File: src/rtl/reg_scoreboard_pkg.sv
// reg_scoreboard_pkg
// Shared constants and types for the register scoreboard slice.
//   ADDR_W     register address width
//   NUM_REGS   number of tracked architectural registers (R0..R14)
//   CNT_W      width of each per-register in-flight write counter
//   PC_ADDR    address of the untracked program counter
package reg_scoreboard_pkg;

  localparam int ADDR_W     = 4;
  localparam int NUM_REGS   = 15;
  localparam int CNT_W      = 2;
  localparam int ADDR_SPACE = 1 << ADDR_W;

  typedef logic [ADDR_W-1:0] reg_addr_t;
  typedef logic [CNT_W-1:0]  cnt_t;

  localparam reg_addr_t PC_ADDR = 4'd15;
  localparam cnt_t      CNT_MAX = '1;

  // True for addresses that have a counter behind them; everything at or
  // above NUM_REGS (the PC) is never hazard-tracked.
  function automatic logic isTracked(reg_addr_t addr);
    return int'(addr) < NUM_REGS;
  endfunction

endpackage

File: src/rtl/reg_scoreboard_if.sv
// reg_scoreboard_if
// Bundles the ID-stage issue request, the WB-stage write-back notification
// and the scoreboard's hazard/status outputs.
//   master : ID/WB side, drives issue_* / src* / flush / wb_*, reads status
//   slave  : scoreboard side, reads requests, drives stall, issue_fire,
//            pending_mask, busy, err
interface reg_scoreboard_if;
  import reg_scoreboard_pkg::*;

  logic                issue_valid;
  logic                issue_wb_en;
  reg_addr_t           issue_dest;
  reg_addr_t           src1;
  reg_addr_t           src2;
  logic                src2_used;
  logic                flush;
  logic                wb_en;
  reg_addr_t           wb_dest;
  logic                stall;
  logic                issue_fire;
  logic [NUM_REGS-1:0] pending_mask;
  logic                busy;
  logic                err;

  modport master (
    output issue_valid, issue_wb_en, issue_dest, src1, src2, src2_used,
           flush, wb_en, wb_dest,
    input  stall, issue_fire, pending_mask, busy, err
  );

  modport slave (
    input  issue_valid, issue_wb_en, issue_dest, src1, src2, src2_used,
           flush, wb_en, wb_dest,
    output stall, issue_fire, pending_mask, busy, err
  );

endinterface

File: src/rtl/reg_scoreboard_counter.sv
// sb_counter
// One per-register in-flight write counter.
//   clk, rst     pipeline clock, asynchronous active-high reset
//   inc_i        an accepted instruction allocates this register
//   dec_i        write-back to this register this cycle
//   cnt_o        current count (registered)
//   cntNext_o    count after the coming rising edge
//   underflow_o  write-back seen while the count is already zero
module sb_counter
  import reg_scoreboard_pkg::*;
(
  input  logic clk,
  input  logic rst,
  input  logic inc_i,
  input  logic dec_i,
  output cnt_t cnt_o,
  output cnt_t cntNext_o,
  output logic underflow_o
);

  cnt_t cnt_q;
  cnt_t cnt_d;

  // Simultaneous allocate and retire cancel out. A lone retire on an empty
  // counter is an underflow and holds at zero; the hazard logic never lets
  // an allocate hit a full counter, the guard just keeps it from wrapping.
  always_comb begin
    cnt_d = cnt_q;
    if (inc_i && !dec_i) begin
      if (cnt_q != CNT_MAX) cnt_d = cnt_q + cnt_t'(1);
    end else if (dec_i && !inc_i) begin
      if (cnt_q != '0) cnt_d = cnt_q - cnt_t'(1);
    end
  end

  always_ff @(posedge clk or posedge rst) begin
    if (rst) cnt_q <= '0;
    else     cnt_q <= cnt_d;
  end

  assign cnt_o       = cnt_q;
  assign cntNext_o   = cnt_d;
  assign underflow_o = dec_i && (cnt_q == '0);

endmodule

File: src/rtl/reg_scoreboard.sv
// reg_scoreboard
// Issue-side hazard controller for R0..R14. Counts in-flight writes per
// destination between ID issue and WB write-back and stalls issue on RAW,
// WAW and counter saturation. Same-cycle write-back is bypassed because the
// register file writes on the falling edge.
//   clk, rst  pipeline clock, asynchronous active-high reset
//   sb        slave side of reg_scoreboard_if:
//             stall/issue_fire combinational, pending_mask/busy/err registered
module reg_scoreboard
  import reg_scoreboard_pkg::*;
(
  input  logic              clk,
  input  logic              rst,
  reg_scoreboard_if.slave   sb
);

  logic [NUM_REGS-1:0]   wbHit;
  logic [NUM_REGS-1:0]   incHit;
  logic [NUM_REGS-1:0]   effNz;
  logic [NUM_REGS-1:0]   satBlock;
  logic [NUM_REGS-1:0]   underflow;
  logic [NUM_REGS-1:0]   pendingMask_d;
  logic [NUM_REGS-1:0]   pendingMask_q;
  logic [ADDR_SPACE-1:0] effNzAll;
  logic [ADDR_SPACE-1:0] satAll;
  cnt_t                  cnt     [NUM_REGS];
  cnt_t                  cntNext [NUM_REGS];
  logic                  raw1;
  logic                  raw2;
  logic                  waw;
  logic                  sat;
  logic                  stall;
  logic                  issueFire;
  logic                  busy_d;
  logic                  busy_q;
  logic                  err_d;
  logic                  err_q;

  // One counter per tracked register. The effective count seen by ID is the
  // count minus a same-cycle write-back, clamped at zero, so "still pending"
  // is simply cnt > wbHit. A full counter only blocks a new writer when no
  // write-back frees a slot this cycle.
  for (genvar r = 0; r < NUM_REGS; r++) begin : g_reg
    assign wbHit[r]  = sb.wb_en && (sb.wb_dest == reg_addr_t'(r));
    assign incHit[r] = issueFire && sb.issue_wb_en &&
                       (sb.issue_dest == reg_addr_t'(r));

    sb_counter u_cnt (
      .clk         (clk),
      .rst         (rst),
      .inc_i       (incHit[r]),
      .dec_i       (wbHit[r]),
      .cnt_o       (cnt[r]),
      .cntNext_o   (cntNext[r]),
      .underflow_o (underflow[r])
    );

    assign effNz[r]         = cnt[r] > cnt_t'(wbHit[r]);
    assign satBlock[r]      = (cnt[r] == CNT_MAX) && !wbHit[r];
    assign pendingMask_d[r] = cntNext[r] != '0;
  end

  // Zero-extend to the full address space so untracked addresses (the PC)
  // index a constant zero and can never raise a hazard.
  assign effNzAll = ADDR_SPACE'(effNz);
  assign satAll   = ADDR_SPACE'(satBlock);

  // Hazard detection; flush squashes the instruction, so it neither stalls
  // nor allocates.
  always_comb begin
    raw1      = 1'b0;
    raw2      = 1'b0;
    waw       = 1'b0;
    sat       = 1'b0;
    stall     = 1'b0;
    issueFire = 1'b0;
    if (sb.issue_valid) begin
      raw1 = effNzAll[sb.src1];
      raw2 = sb.src2_used && effNzAll[sb.src2];
      waw  = sb.issue_wb_en && effNzAll[sb.issue_dest];
      sat  = sb.issue_wb_en && isTracked(sb.issue_dest) &&
             satAll[sb.issue_dest];
    end
    stall     = sb.issue_valid && !sb.flush && (raw1 || raw2 || waw || sat);
    issueFire = sb.issue_valid && !sb.flush && !stall;
  end

  // Status flags track the post-edge counts; err latches any underflow.
  always_comb begin
    busy_d = |pendingMask_d;
    err_d  = err_q || (|underflow);
  end

  always_ff @(posedge clk or posedge rst) begin
    if (rst) begin
      pendingMask_q <= '0;
      busy_q        <= 1'b0;
      err_q         <= 1'b0;
    end else begin
      pendingMask_q <= pendingMask_d;
      busy_q        <= busy_d;
      err_q         <= err_d;
    end
  end

  assign sb.stall        = stall;
  assign sb.issue_fire   = issueFire;
  assign sb.pending_mask = pendingMask_q;
  assign sb.busy         = busy_q;
  assign sb.err          = err_q;

endmodule

File: src/flat_wrapper.sv
// flat-port wrapper written by rule: the top's interface ports become plain ports
module reg_scoreboard_flat import reg_scoreboard_pkg::*;
  (clk, rst, sb_issue_valid, sb_issue_wb_en, sb_issue_dest, sb_src1, sb_src2, sb_src2_used, sb_flush, sb_wb_en, sb_wb_dest, sb_stall, sb_issue_fire, sb_pending_mask, sb_busy, sb_err);
  reg_scoreboard_if sb_i ();
  input  logic clk;
  input  logic rst;
  input wire logic [$bits(sb_i.issue_valid)-1:0] sb_issue_valid;
  input wire logic [$bits(sb_i.issue_wb_en)-1:0] sb_issue_wb_en;
  input wire logic [$bits(sb_i.issue_dest)-1:0] sb_issue_dest;
  input wire logic [$bits(sb_i.src1)-1:0] sb_src1;
  input wire logic [$bits(sb_i.src2)-1:0] sb_src2;
  input wire logic [$bits(sb_i.src2_used)-1:0] sb_src2_used;
  input wire logic [$bits(sb_i.flush)-1:0] sb_flush;
  input wire logic [$bits(sb_i.wb_en)-1:0] sb_wb_en;
  input wire logic [$bits(sb_i.wb_dest)-1:0] sb_wb_dest;
  output wire logic [$bits(sb_i.stall)-1:0] sb_stall;
  output wire logic [$bits(sb_i.issue_fire)-1:0] sb_issue_fire;
  output wire logic [$bits(sb_i.pending_mask)-1:0] sb_pending_mask;
  output wire logic [$bits(sb_i.busy)-1:0] sb_busy;
  output wire logic [$bits(sb_i.err)-1:0] sb_err;
  assign sb_i.issue_valid = sb_issue_valid;
  assign sb_i.issue_wb_en = sb_issue_wb_en;
  assign sb_i.issue_dest = sb_issue_dest;
  assign sb_i.src1 = sb_src1;
  assign sb_i.src2 = sb_src2;
  assign sb_i.src2_used = sb_src2_used;
  assign sb_i.flush = sb_flush;
  assign sb_i.wb_en = sb_wb_en;
  assign sb_i.wb_dest = sb_wb_dest;
  assign sb_stall = sb_i.stall;
  assign sb_issue_fire = sb_i.issue_fire;
  assign sb_pending_mask = sb_i.pending_mask;
  assign sb_busy = sb_i.busy;
  assign sb_err = sb_i.err;
  reg_scoreboard u_core (.clk(clk), .rst(rst), .sb(sb_i));
endmodule
File: config.mk
export PLATFORM = sky130hd
export DESIGN_NAME = reg_scoreboard_flat
export DESIGN_NICKNAME = d
export VERILOG_FILES = /design/src/rtl/reg_scoreboard_pkg.sv /design/src/rtl/reg_scoreboard_if.sv /design/src/rtl/reg_scoreboard_counter.sv /design/src/rtl/reg_scoreboard.sv /design/src/flat_wrapper.sv
export SDC_FILE = /design/constraint.sdc
export NUM_CORES = 1
export LEC_CHECK = 0
export BUFFER_PORTS_ARGS = -buffer_cell sky130_fd_sc_hd__buf_2
export CAP_MARGIN = 10
export CORE_MARGIN = 2
export CORE_UTILIZATION = 59
export DETAILED_ROUTE_END_ITERATION = 8
export PLACE_DENSITY_LB_ADDON = 0.15
export REMOVE_ABC_BUFFERS = 1
export SLEW_MARGIN = 20
export SYNTH_ARGS = -nofsm -noshare
export SYNTH_HDL_FRONTEND = slang
export SYNTH_SLANG_ARGS = --single-unit
File: constraint.sdc
create_clock -name clk -period 3.72 [get_ports clk]
set_input_delay 0.558 -clock clk [delete_from_list [all_inputs] [get_ports clk]]
set_output_delay 0.558 -clock clk [all_outputs]
set_load 0.01 [all_outputs]
==> impl_metrics.csv <==
group,metric,value,unit
worst_setup_path,path_class,"in2reg",
drt,ant_nets,0,
synth,yosys.area.top_type_share,0.320,
worst_setup_path,worstPathRequired,3.89,ns
layout,fin_nets,600,
drt,wire_per_inst,19.1,um
placement,io_buffers,41,
drt,vias_per_cell,6.50,
floorplan,core_area,5960,sq um
sta,setup_viol,1,
drt,wl_met2,5690,um
clocking,cts_tree,"yes",
sta,max_slew_margin,0.451,
drt,route.detailed.drc,0,
sta,fin_ws,-0.0340,ns
sta,slew_violations,0,
placement,post-place-ws,-0.397,ns
floorplan,die_w,82.9,um
sta,fin_crit_sh,1.01,
worst_hold_path,hold_class,"in2async",
global_route,antenna_found_initial,0,
worst_setup_path,startpoint_type,"input pin",
floorplan,pin_count,42,
synth,async_reset_ff_frac,1.00,
sta,rsz0062_at_grt,"yes",
layout,drive_gt1_frac,0.343,
flow_run,cap_violations,0,
layout,stdcell_area,4920,sq um
drt,m1WireLength,4780,um
sta,finalSetupTns,-0.0340,ns
floorplan,die_y,82.9,um
synth,seq_area_frac_synth,0.320,
synth,synth_ff_type,"dfrtp_1",
drt,dr.pass1.iters,5,
layout,antenna_cells,0,
power_and_ir_drop,power.leakage,2.17,nW
drt,finalWirelength,12200,um
sta,min_period,3.75,ns
drt,first_iter_violations,423,
worst_setup_path,rr_worst_depth,16,
global_route,grt_pass1_wl,18800,um
placement,dp_hpwl,8960,um
global_route,grtUsageTotal,0.335,
sta,worst_pin_slew,0.824,ns
worst_setup_path,critPathCaptureType,"register",
global_route,grt_start_max_net_pins,48,
clocking,numCtsBuffers,5,
sta,hold_violations,0,
placement,placed_cell_area,4500,sq um
synth,ys_top_cells_by_count,"dfrtp_1, nor2_1, inv_1",
layout,area_growth,34.1,%
clocking,htreeDepth,2,
synth,synth_area,3670,sq um
drt,num_vias,4146,
drt,top_layer,"met4",
clocking,cts_root_buf,"clkbuf_8",
status,status,"finished with violations",
clocking,hold_buffers,0,
synth,netlist_top_cells_area,"dfrtp_1, ha_1, nor2_1",
global_route,grt_pass1_vias,3826,
status,violations,"negative setup slack",
sta,fmax,0.266,GHz
layout,fillCellCount,396,
floorplan,die-area,6870,sq um
global_route,grt.overflow.total,0,
placement,gp_congestion,1.02,
power_and_ir_drop,ir_drop,0.236,mV
layout,fin_util,0.826,
worst_setup_path,cp_max_fo,5,
synth,synth_seq_cells,47,
floorplan,row_count,28,
clocking,clk_pin_slew,0.09,ns
synth,synth_edf_count,0,
floorplan,start_util,0.616,
synth,yosysTopAreaCell,"dfrtp_1",
sta,finClkSkew,0.00235,ns
power_and_ir_drop,p_per_area,307,nW/um^2
drt,wl_met3,1120,um
worst_setup_path,cpMaxStageDelayCell,"a2111oi_4",
clocking,clk_path_buf_depth,2,
synth,yosysWarnings,0,
synth,ys_types,68,
worst_setup_path,crit_path_max_incr_delay,0.38,ns
clocking,clkSinkCount,47,
synth,yosysMostFrequentCell,"dfrtp_1",
worst_setup_path,cp.arrival,3.92,ns
worst_setup_path,path_cells,"buf_8 -> buf_6 -> nand3b_1 -> nor2_2 -> ha_4 -> o21bai_4 -> mux2i_2 -> a2111oi_4 -> nand4_2 -> and4_4 -> buf_12 -> buf_12 -> buf_4 -> a21oi_1 -> o221ai_2 -> nor4_2 -> buf_4 -> nand4_1",
clocking,clock_insertion_delay_worst_skew,0.30,ns
synth,postSynthCellCount,434,
synth,postSynthAreaPerCell,8.46,sq um
-- placed cells by master (no fill, tap or decap), types with 3 or more instances in the layout --
cell type and instances:
buf_4 83, o221ai_1 3, nor2_1 42, o22ai_1 5, buf_2 39, a41oi_1 3, o21ai_0 29, a21oi_1 28
o41ai_1 5, nand3_1 7, a22oi_1 3, o211ai_1 3, inv_1 42, o21ai_1 10, dfrtp_1 47, or2_2 4
o21a_1 10, o21bai_1 7, nor4_1 4, nor3_1 21, a211oi_1 6, clkbuf_8 6, nand2b_1 13, nand3b_1 5
o31ai_2 3, o311ai_0 4, buf_6 4, o31a_1 3, nor2b_1 7, a31oi_1 9, nand2_1 12, o21bai_2 8
mux2i_1 5, ha_1 13, nor3_2 6, and2_1 5
-- cells by family (layout without fill, tap and decap cells) --
group | Yosys count | after routing | share of synthesized area
buffers and inverters | 53 | 182 | 0.0648
adders and majority gates | 15 | 15 | 0.0511
DFF | 47 | 47 | 0.320
and+or+nand+nor | 152 | 152 | 0.233
muxes | 9 | 9 | 0.0317
AOI/OAI and AO/OA | 158 | 158 | 0.299
-- worst max-delay path: cells and delay by family --
kind | cells | cell delay [ns]
buffers and inverters | 6 | 0.75
and+or+nand+nor | 6 | 1.23
AOI/OAI and AO/OA | 4 | 1.02
muxes | 1 | 0.11
adders and majority gates | 1 | 0.24
-- where the power goes --
part | switching (mW) | leakage, nW | internal (mW) | total, mW
Combinational | 0.266 | 1.62 | 0.215 | 0.481
Sequential | 0.0673 | 0.487 | 0.572 | 0.639
Clock | 0.175 | 0.0612 | 0.218 | 0.393
-- registers in the layout, summed over array words and instances (netlist names) --
signal                  flops
u_core.sb.pending_mask     15
u_core.sb.busy              1
u_core.sb.err               1
u_core.g.u_cnt.cnt_o       30
-- final cells by class --
cell class	count	area, sq um	area share
Clock buffer	6	82.6	0.0168
Clock inverter	2	35.0	0.00712
Inverter	43	163	0.0330
Multi-Input combinational cell	334	2410	0.490
Sequential cell	47	1180	0.239
Tap cell	75	93.8	0.0191
Timing Repair Buffer	131	958	0.195
-- through the flow --
step | total power [mW] | instances | hold slack [ns]
2_1_floorplan | 0.873 | 424 | 0.461
6_report | 1.51 | 638 | 0.367
4_1_cts | 1.45 | 629 | 0.503
3_5_place_dp | 1.05 | 619 | 0.485
5_1_grt | 1.59 | 638 | 0.439
3_3_place_gp | 1.03 | 619 | 0.481
-- metal layers --
| metal | vias to the layer above | global-route usage |
|---|---|---|
| met2 | 246 | 0.537 |
| met4 | 0 | 0.133 |
| met5 | - | 0 |
| met3 | 65 | 0.0626 |
| li1 | 1876 | - |
| met1 | 1959 | 0.450 |
-- path summary, 6_finish.rpt --
kind	start	to	slack, ns
min in group clk	u_core.g_reg[14].u_cnt.cnt_o[0]	u_core.g_reg[14].u_cnt.cnt_o[0]	0.51
setup reg to reg	u_core.g_reg[10].u_cnt.cnt_o[0]	u_core.sb.busy	0.36
hold / removal	rst	u_core.g_reg[14].u_cnt.cnt_o[1]	0.37
setup / recovery	sb_wb_dest[1]	u_core.sb.busy	-0.03
max in group asynchronous	rst	u_core.g_reg[0].u_cnt.cnt_o[0]	2.84
hold reg to reg	u_core.g_reg[14].u_cnt.cnt_o[0]	u_core.g_reg[14].u_cnt.cnt_o[0]	0.51
-- what timing repair did --
item / 4_1_cts / 5_1_grt
cloned: 0 / 1
setup buffers: 2 / 9
setup endpoints to repair: 3 / 10
pin swaps: 2 / 15
gates resized for setup: 12 / 33
No activity file was read; power rests on OpenSTA's default activity.
